File: src/rtl/dock_pkg.sv
// dock_pkg: shared FSM state type, config address map and slot-index width for the dock I/O slot logic
package dock_pkg;
    localparam int SLOT_W = 3;
    localparam logic [7:0] CFG_MINWAIT_BASE = 8'h10;
    localparam logic [7:0] CFG_TIMEOUT = 8'h18;
    typedef enum logic [2:0] {IDLE, MINWAIT, WAITDEV, DONE, TMO} state_t;
endpackage

File: src/rtl/sync_2ff.sv
// sync_2ff: W-bit two-flop synchroniser, async active-high reset to all ones
//   clk, rst : clock and async reset
//   i_d      : asynchronous input bits
//   o_q      : synchronised output bits
module sync_2ff #(
    parameter int W = 1
) (
    input  logic         clk,
    input  logic         rst,
    input  logic [W-1:0] i_d,
    output logic [W-1:0] o_q
);
    logic [W-1:0] r_meta;
    logic [W-1:0] r_sync;
    always_ff @(posedge clk or posedge rst)
        if (rst) begin
            r_meta <= '1;
            r_sync <= '1;
        end else begin
            r_meta <= i_d;
            r_sync <= r_meta;
        end
    assign o_q = r_sync;
endmodule

File: src/rtl/slot_ready_gen.sv
// slot_ready_gen: per-slot ready generation with min wait states, card /WAIT sync and a global timeout
//   clk, rst        : system clock, async active-high reset
//   i_cs_n          : active-low chip selects from the decoder
//   i_slot_wait_n   : asynchronous card wait lines (0 = wait)
//   i_cfg_we/addr/wdata : config register write port
//   i_err_clr       : clears the sticky timeout error
//   o_dev_ready_n   : per-slot ready back to the decoder (0 = stretch)
//   o_err_valid/o_err_slot : sticky timeout error and offending slot
//   o_busy          : FSM not idle
module slot_ready_gen
    import dock_pkg::*;
#(
    parameter int NUM_SLOTS        = 5,
    parameter int WAIT_W           = 4,
    parameter int TMO_W            = 8,
    parameter int DEFAULT_MIN_WAIT = 0,
    parameter int DEFAULT_TIMEOUT  = 255
) (
    input  logic                 clk,
    input  logic                 rst,
    input  logic [NUM_SLOTS-1:0] i_cs_n,
    input  logic [NUM_SLOTS-1:0] i_slot_wait_n,
    input  logic                 i_cfg_we,
    input  logic [7:0]           i_cfg_addr,
    input  logic [7:0]           i_cfg_wdata,
    input  logic                 i_err_clr,
    output logic [NUM_SLOTS-1:0] o_dev_ready_n,
    output logic                 o_err_valid,
    output logic [SLOT_W-1:0]    o_err_slot,
    output logic                 o_busy
);
    state_t               r_state, w_next;
    logic [WAIT_W-1:0]    r_min_wait [NUM_SLOTS];
    logic [TMO_W-1:0]     r_timeout;
    logic [SLOT_W-1:0]    r_act_slot;
    logic [WAIT_W-1:0]    r_wcnt;
    logic [TMO_W-1:0]     r_tcnt;
    logic                 r_tmo_en;
    logic                 r_grant;
    logic                 r_err_valid;
    logic [SLOT_W-1:0]    r_err_slot;
    logic [NUM_SLOTS-1:0] w_wsync;
    logic [NUM_SLOTS-1:0] w_grant_vec;
    logic [SLOT_W-1:0]    w_sel_idx;
    logic                 w_sel_any;
    logic                 w_release;
    logic                 w_tmo_hit;
    logic                 w_tmo_enter;

    sync_2ff #(.W(NUM_SLOTS)) u_sync (
        .clk (clk),
        .rst (rst),
        .i_d (i_slot_wait_n),
        .o_q (w_wsync)
    );

    // lowest active index wins if the decoder ever presents multi-hot selects
    always_comb begin
        w_sel_idx = '0;
        for (int i = NUM_SLOTS - 1; i >= 0; i--)
            if (!i_cs_n[i]) w_sel_idx = SLOT_W'(i);
    end
    assign w_sel_any = ~&i_cs_n;

    // tcnt saturates at 0, so a min wait longer than the timeout still times out on WAITDEV entry
    assign w_release = (r_state != IDLE) && i_cs_n[r_act_slot];
    assign w_tmo_hit = r_tmo_en && (r_tcnt <= TMO_W'(1));

    always_comb begin
        w_next = r_state;
        case (r_state)
            IDLE:    if (w_sel_any) w_next = (r_min_wait[w_sel_idx] != '0) ? MINWAIT : WAITDEV;
            MINWAIT: if (r_wcnt == WAIT_W'(1)) w_next = WAITDEV;
            WAITDEV: w_next = w_wsync[r_act_slot] ? DONE : w_tmo_hit ? TMO : WAITDEV;
            default: w_next = r_state;
        endcase
        if (w_release) w_next = IDLE;
    end
    assign w_tmo_enter = (r_state == WAITDEV) && (w_next == TMO);

    always_ff @(posedge clk or posedge rst)
        if (rst) begin
            r_state    <= IDLE;
            r_act_slot <= '0;
            r_wcnt     <= '0;
            r_tcnt     <= '0;
            r_tmo_en   <= 1'b0;
            r_grant    <= 1'b0;
        end else begin
            r_state <= w_next;
            r_grant <= (w_next == DONE) || (w_next == TMO);
            if (r_state == IDLE && w_sel_any) begin
                r_act_slot <= w_sel_idx;
                r_wcnt     <= r_min_wait[w_sel_idx];
                r_tcnt     <= r_timeout;
                r_tmo_en   <= r_timeout != '0;
            end else begin
                if (r_state == MINWAIT) r_wcnt <= r_wcnt - WAIT_W'(1);
                if ((r_state == MINWAIT || r_state == WAITDEV) && r_tcnt != '0) r_tcnt <= r_tcnt - TMO_W'(1);
            end
        end

    always_ff @(posedge clk or posedge rst)
        if (rst) begin
            for (int i = 0; i < NUM_SLOTS; i++) r_min_wait[i] <= WAIT_W'(DEFAULT_MIN_WAIT);
            r_timeout <= TMO_W'(DEFAULT_TIMEOUT);
        end else if (i_cfg_we) begin
            for (int i = 0; i < NUM_SLOTS; i++)
                if (i_cfg_addr == 8'(CFG_MINWAIT_BASE + i)) r_min_wait[i] <= i_cfg_wdata[WAIT_W-1:0];
            if (i_cfg_addr == CFG_TIMEOUT) r_timeout <= i_cfg_wdata[TMO_W-1:0];
        end

    // a new timeout beats a simultaneous clear; otherwise the first logged slot is kept
    always_ff @(posedge clk or posedge rst)
        if (rst) begin
            r_err_valid <= 1'b0;
            r_err_slot  <= '0;
        end else if (w_tmo_enter && (!r_err_valid || i_err_clr)) begin
            r_err_valid <= 1'b1;
            r_err_slot  <= r_act_slot;
        end else if (i_err_clr) begin
            r_err_valid <= 1'b0;
            r_err_slot  <= '0;
        end

    always_comb
        for (int i = 0; i < NUM_SLOTS; i++)
            w_grant_vec[i] = r_grant && (r_act_slot == SLOT_W'(i));

    // reset forces all-ready even while a select is still low
    assign o_dev_ready_n = i_cs_n | w_grant_vec | {NUM_SLOTS{rst}};
    assign o_err_valid   = r_err_valid;
    assign o_err_slot    = r_err_slot;
    assign o_busy        = r_state != IDLE;
endmodule

File: config.mk
export PLATFORM = sky130hd
export DESIGN_NAME = slot_ready_gen
export DESIGN_NICKNAME = d
export VERILOG_FILES = /design/src/rtl/dock_pkg.sv /design/src/rtl/sync_2ff.sv /design/src/rtl/slot_ready_gen.sv
export SDC_FILE = /design/constraint.sdc
export NUM_CORES = 1
export LEC_CHECK = 0
export BUFFER_PORTS_ARGS = -buffer_cell sky130_fd_sc_hd__buf_2
export CORE_ASPECT_RATIO = 0.6
export CORE_MARGIN = 10
export CORE_UTILIZATION = 38
export CTS_CLUSTER_DIAMETER = 80
export CTS_CLUSTER_SIZE = 14
export DETAILED_ROUTE_END_ITERATION = 12
export GPL_ROUTABILITY_DRIVEN = 0
export SYNTH_ARGS = -nofsm -noshare
export SYNTH_HDL_FRONTEND = slang
export SYNTH_SLANG_ARGS = --single-unit
export TNS_END_PERCENT = 1
File: constraint.sdc
create_clock -name clk -period 3.34 [get_ports clk]
set_input_delay 1.002 -clock clk [delete_from_list [all_inputs] [get_ports clk]]
set_output_delay 1.002 -clock clk [all_outputs]
set_load 0.01 [all_outputs]
==> qor.yml, run 1 <==
run_status:
  status: "complete, no violations"
clock_network:
  htree_levels: 3
  cts_sinks: 62
  cts_root_buffer: "clkbuf_16"
  clk_transition_reported_paths_ps: 50
  postCtsSetupBuffers: 0
  cts_tree: "yes"
  holdBufCountCts: 0
  post_cts_resize_count: 0
  cts_made_buffers: 9
  clockBufferDepth: 2
  insertion_delay_ps: 330
placement:
  io_buffers: 39
  place_area_um2: 3460
  hpwl_um: 5680
  dp_slack_ps: 567
sta:
  rsz0062_at_grt: "false"
  worst_pin_slew_ps: 753
  setup_slack_ps: 641
  finClkSkew_ps: 5.31
  fin_crit_sh_pct: 80.8
  finalHoldViolations: 0
  max_freq_mhz: 371
  maxSlewViolCount: 0
  slew_headroom_pct: 49.4
  min_period_ps: 2700
  setup_viol: 0
  whs_ps: 354
  fin_tns_setup_ps: 0
synthesis:
  syn_nets: 321
  synth_warnings: 0
  avgSynthCellArea_um2: 11.0
  synth_area_leader_cell: "dfrtp_1"
  synth_top_area_share_pct: 35.0
  yosysMostFrequentCell: "dfrtp_1"
  netlist_instances: 286
  async_reset_ff_share_pct: 100
  synth_area_um2: 3150
  dominantRegCellSynth: "dfrtp_1"
  synth_cell_types: 51
  synth-seq-area-share_pct: 50.0
  synth_seq_cells: 62
  synthTopCellsByCount: "dfrtp_1, mux2_2, nand2_1"
  synthTopCellsByArea: "dfrtp_1, dfstp_2, mux2_2, o21ai_0, nand2_1"
  synth_edf_count: 0
global_route:
  grt_max_degree: 41
  grt_pass1_vias: 2424
  track_usage_pct: 12.8
  grt_first_pass_wirelength_um: 12600
  antenna_found_initial: 0
  overflow: 0
floorplanning:
  core.rowCount: 25
  pin_count: 40
  start_util_pct: 39.5
  fp.dieArea_um2: 12400
  die_w_um: 138
  dieHeight_um: 90.5
  core_area_um2: 7980
critical_path:
  cp_num_buf_inv: 2
  reg2reg_depth: 6
  max_stage_delay_ps: 530
  required_ps: 2340
  cp.depth: 3
  rr_endpoint: "r_tmo_en"
  r2r_start: "r_state[0]"
  critPathTopFamily: "flip-flops"
  worstSetupStartpoint: "r_state[0]"
  crit_path_max_fanout: 12
  end_kind: "output pin"
  critPathCapture: "o_busy"
  worstSetupStartpointType: "flop"
  crit_type: "reg -> out"
  critPathSlowestCell: "dfrtp_1"
  reg2reg_slack_ps: 980
  path_cells: "nor3_1, inv_1, buf_2"
  worstPathArrival_ps: 1700
power:
  powerDensity_nw_per_um2: 782
  p_int_mw: 1.90
  combPwrFrac_pct: 31.5
  switching_share_pct: 35.5
  irDropWorstVdd_uv: 311
  p_seq_share_pct: 36.6
  leakage_nw: 1.66
  pwr-share-clk_pct: 31.9
  p_sw_mw: 1.04
drt:
  drt-total-wl_um: 7680
  wl_per_cell_um: 17.5
  viasPerCell: 5.42
  drt_iter0_drc: 166
  vias: 2385
  ant_nets: 0
  drt_pass1_iterations: 4
  drc: 0
finish:
  final_area_um2: 3760
  final_layout_size_suffix_gt1_share_pct: 33.4
  final_nets: 362
  n_antenna_cell: 0
  final_util_pct: 47.2
  fillCellCount: 759
  syn_to_final_growth_pct: 19.5
worst_hold_path:
  hold_class: "reg -> reg"
flow_run:
  maxCapViolCount: 0
[layout make-up]
type / count / area [µm²] / share of cell area [%]
sequential: 62 / 1570 / 41.8
clock buffer: 13 / 260 / 6.92
clock inverter: 3 / 42.5 / 1.13
multi-input combinational: 198 / 1470 / 39.0
timing repair buffer: 44 / 233 / 6.19
tap: 108 / 135 / 3.59
inverter: 12 / 48.8 / 1.30
[cells by family (layout without fill, tap and decap cells)]
kind of cell | after synthesis | count (layout) | synth area share (%)
mux | 34 | 34 | 12.0
flops | 62 | 62 | 50.0
buf+inv | 26 | 72 | 3.34
xor+xnor | 5 | 5 | 1.39
compound gates | 63 | 63 | 15.3
fa+ha+maj | 5 | 5 | 1.99
simple gates | 91 | 91 | 16.0
[placed cells by master (no fill, tap or decap), drive strengths merged, types with 4 or more instances in the layout]
cell type  count
nand4          5
nand2         24
clkbuf        13
nor4bb         6
nor2          16
o21a           5
dfstp         18
nor4           7
inv           11
mux2          29
mux2i          5
buf           44
nor2b          4
nand3          7
dfrtp         44
nor3          12
o21ai         20
a311oi         5
ha             5
a21oi          5
[how the worst min path moves through the flow]
stage,slack (ps),endpoint,start,cells past startpoint
floorplan,350,u_sync.o_q[0],u_sync.r_meta[0],0
global placement,350,u_sync.o_q[2],u_sync.r_meta[2],0
detailed placement,350,u_sync.o_q[1],u_sync.r_meta[1],0
CTS,350,u_sync.o_q[1],u_sync.r_meta[1],0
global route,350,u_sync.o_q[1],u_sync.r_meta[1],0
finish,350,u_sync.o_q[1],u_sync.r_meta[1],0
[flip-flops by register name (all words and copies together) (netlist names)]
register,count
r_min_wait,20
r_tcnt,8
r_timeout,8
u_sync.o_q,5
u_sync.r_meta,5
r_wcnt,4
o_err_slot,3
r_act_slot,3
r_state,3
o_err_valid,1
r_grant,1
r_tmo_en,1
[power by group through the flow]
stage	registers, mW	clock network [mW]	logic (mW)
after floorplan	0.973	0	0.785
after global placement	1.08	0	0.904
after detailed placement	1.08	0	0.930
after CTS	1.07	0.959	0.932
after global routing	1.10	1.00	1.05
final	1.08	0.940	0.928
[through the flow]
step                      power (mW)  cells
final                           2.94    440
after global routing            3.15    440
after CTS                       2.96    440
after detailed placement        2.01    424
after global placement          1.99    424
after floorplan                 1.76    286
[routing by layer]
layer / vias to the layer above / track usage, % / routed length, µm
li1: 1146 / - / -
met1: 1154 / 18.1 / 3830
met2: 74 / 17.0 / 3150
met3: 11 / 5.06 / 587
met4: 0 / 4.72 / 123
met5: - / 0 / 0
Power figures use the tool's default switching activity.
==> inputs of run 2 (changes only) <==
==> constraint.sdc (replaced) <==
create_clock -name clk -period 2.27 [get_ports clk]
set_input_delay 0.681 -clock clk [delete_from_list [all_inputs] [get_ports clk]]
set_output_delay 0.681 -clock clk [all_outputs]
set_load 0.01 [all_outputs]
==> run 2 against run 1 <==
Largest cell class unchanged. Worst setup slack got worse by 580 ps. Combinational power is 70% higher. Clock-buffer cell count did not move. Final area increased by 5.7%. First-iteration DRC count up 4.8%. Largest power group is now combinational cells.
==> qor.yml, run 2 (synthesis gave the netlist of run 1 again) <==
floorplanning:
  dieHeight_um: 90.5  # unchanged
  pin_count: 40  # unchanged
  start_util_pct: 39.5  # unchanged
  core_area_um2: 7980  # unchanged
  fp.dieArea_um2: 12400  # unchanged
  die_w_um: 138  # unchanged
  core.rowCount: 25  # unchanged
drt:
  drc: 0  # unchanged
  drt_iter0_drc: 174  # +4.8%
  vias: 2462  # +3.2%
  wl_per_cell_um: 16.2  # -7.4%
  viasPerCell: 5.27  # -2.7%
  drt_pass1_iterations: 4  # unchanged
  drt-total-wl_um: 7550  # -1.8%
  ant_nets: 0  # unchanged
global_route:
  grt_max_degree: 38  # -7.3%
  use_met3_pct: 4.89  # -0.17 points
  met2_usage_pct: 17.6  # +0.64 points
  track_usage_pct: 13.2  # +0.35 points
  grt_busiest_layer: "met1"
  overflow: 0  # unchanged
  antenna_found_initial: 0  # unchanged
  gr-usage-met1_pct: 18.7  # +0.68 points
  grt_pass1_vias: 2535  # +4.6%
  grt_first_pass_wirelength_um: 13000  # +2.8%
clock_network:
  holdBufCountCts: 0  # unchanged
  clockBufferDepth: 2  # unchanged
  insertion_delay_ps: 330  # about the same
  cts_made_buffers: 9  # unchanged
  cts_tree: "yes"
  clk_transition_reported_paths_ps: 50  # about the same
  htree_levels: 3  # unchanged
  cts_sinks: 62  # unchanged
  cts_root_buffer: "clkbuf_16"
finish:
  final_nets: 389  # +7.5%
  final_area_um2: 3980  # +5.7%
  largest-register: "r_min_wait"
  biggestRegsByFlops: "r_min_wait: 20 flops, r_tcnt: 8 flops, r_timeout: 8 flops"
  n_antenna_cell: 0  # unchanged
  final_layout_size_suffix_gt1_share_pct: 39.6  # +6.1 points
  syn_to_final_growth_pct: 26.4
  final_cell_mix: "dfrtp_1, buf_2, buf_4"
  instances_no_fill: 467  # +6.1%
  largest_reg_flops: 20  # unchanged
  final_common_cell: "dfrtp_1"
run_status:
  status: "complete, no violations"
critical_path:
  reg2reg_slack_ps: 60  # -920 ps
  crit_type: "reg -> reg"
  worstSetupStartpoint: "r_tcnt[3]"
  rr_endpoint: "o_err_slot[1]"
  worstSetupStartpointType: "flop"
  reg2reg_depth: 6  # unchanged
  required_ps: 2540  # +200 ps
  worstPathArrival_ps: 2480  # +780 ps
  critPathCapture: "o_err_slot[1]"
  r2r_start: "r_tcnt[3]"
  crit_path_max_fanout: 4  # -8
  end_kind: "flop"
worst_hold_path:
  hold_depth: 0  # unchanged
  hold_class: "reg -> reg"
power:
  powerDensity_nw_per_um2: 1120  # +43%
  leakage_nw: 1.79  # +8.0%
  irDropWorstVdd_uv: 433  # +39%
  p_total_mw: 4.46  # +52%
placement:
  hpwl_um: 5760  # +1.4%
  dp.cells: 451  # +6.4%
  io_buffers: 39  # unchanged
  place_area_um2: 3670  # +6.1%
sta:
  fin_tns_setup_ps: 0  # unchanged
  whs_ps: 353  # -0.444 ps
  max_freq_mhz: 453
  min_period_ps: 2210
  setup_viol: 0  # unchanged
  finClkSkew_ps: 7.96  # +2.64 ps
  rsz0062_at_grt: "false"
  finalHoldViolations: 0  # unchanged
  fin_crit_sh_pct: 97.2
  slew_headroom_pct: 38.3  # -11 points
  worst_pin_slew_ps: 922  # +169 ps
  maxSlewViolCount: 0  # unchanged
flow_run:
  maxCapViolCount: 0  # unchanged
## run 2: changes by cell type in the layout (fill, tap and decap cells not counted)
cell,delta
dfrtp_2,+2
nand3_2,+2
buf_4,+27
dfrtp_1,-2
nand3_1,-2
## run 2: how the worst min path moves through the flow
stage,start,endpoint,slack [ps]
after global routing,u_sync.r_meta[1],u_sync.o_q[1],360
after global placement,u_sync.r_meta[0],u_sync.o_q[0],350
after floorplan,u_sync.r_meta[0],u_sync.o_q[0],350
after CTS,u_sync.r_meta[2],u_sync.o_q[2],350
final,u_sync.r_meta[2],u_sync.o_q[2],350
after detailed placement,u_sync.r_meta[2],u_sync.o_q[2],350
## run 2: per-layer routing
metal	vias up	part of all wire, %
li1	1196	-
met1	1192	52
met2	62	41
met3	12	5.4
met4	0	1.3
met5	-	0
## run 2: timing repair
item / in CTS / in global routing
setup buffers: 0 / 0
resized for setup: 0 / 2
endpoints found under the setup margin: 0 / 3
## run 2: final cells by class
cell class              instances  area, µm²
clock buffers                  13        260
clock inverters                 3       42.5
fillers                       738       4000
inverters                      12       48.8
multi-input cells             198       1480
flip-flops and latches         62       1580
well taps                     108        135
repair buffers                 71        435
## run 2: report_power, final
part	leakage, nW	total [mW]	switching (mW)	internal (mW)
Combinational	0.876	1.58	0.894	0.684
Clock	0.146	1.37	0.468	0.907
Sequential	0.770	1.51	0.190	1.32
## run 2: metrics by stage
step	utilization [%]	worst slack, ps
5_1_grt	49.9	2.00
3_5_place_dp	46.0	-85.5
4_1_cts	49.8	24.8
2_1_floorplan	-	-226
6_report	49.9	63.1
3_3_place_gp	46.0	7.84
## run 2: worst max-delay path, stage by stage (launching register included)
cell	delay, ps
dfrtp_1	390
or4_4	560
nor4_4	330
o211ai_4	120
buf_4	170
a2111oi_4	380
a22o_1	190
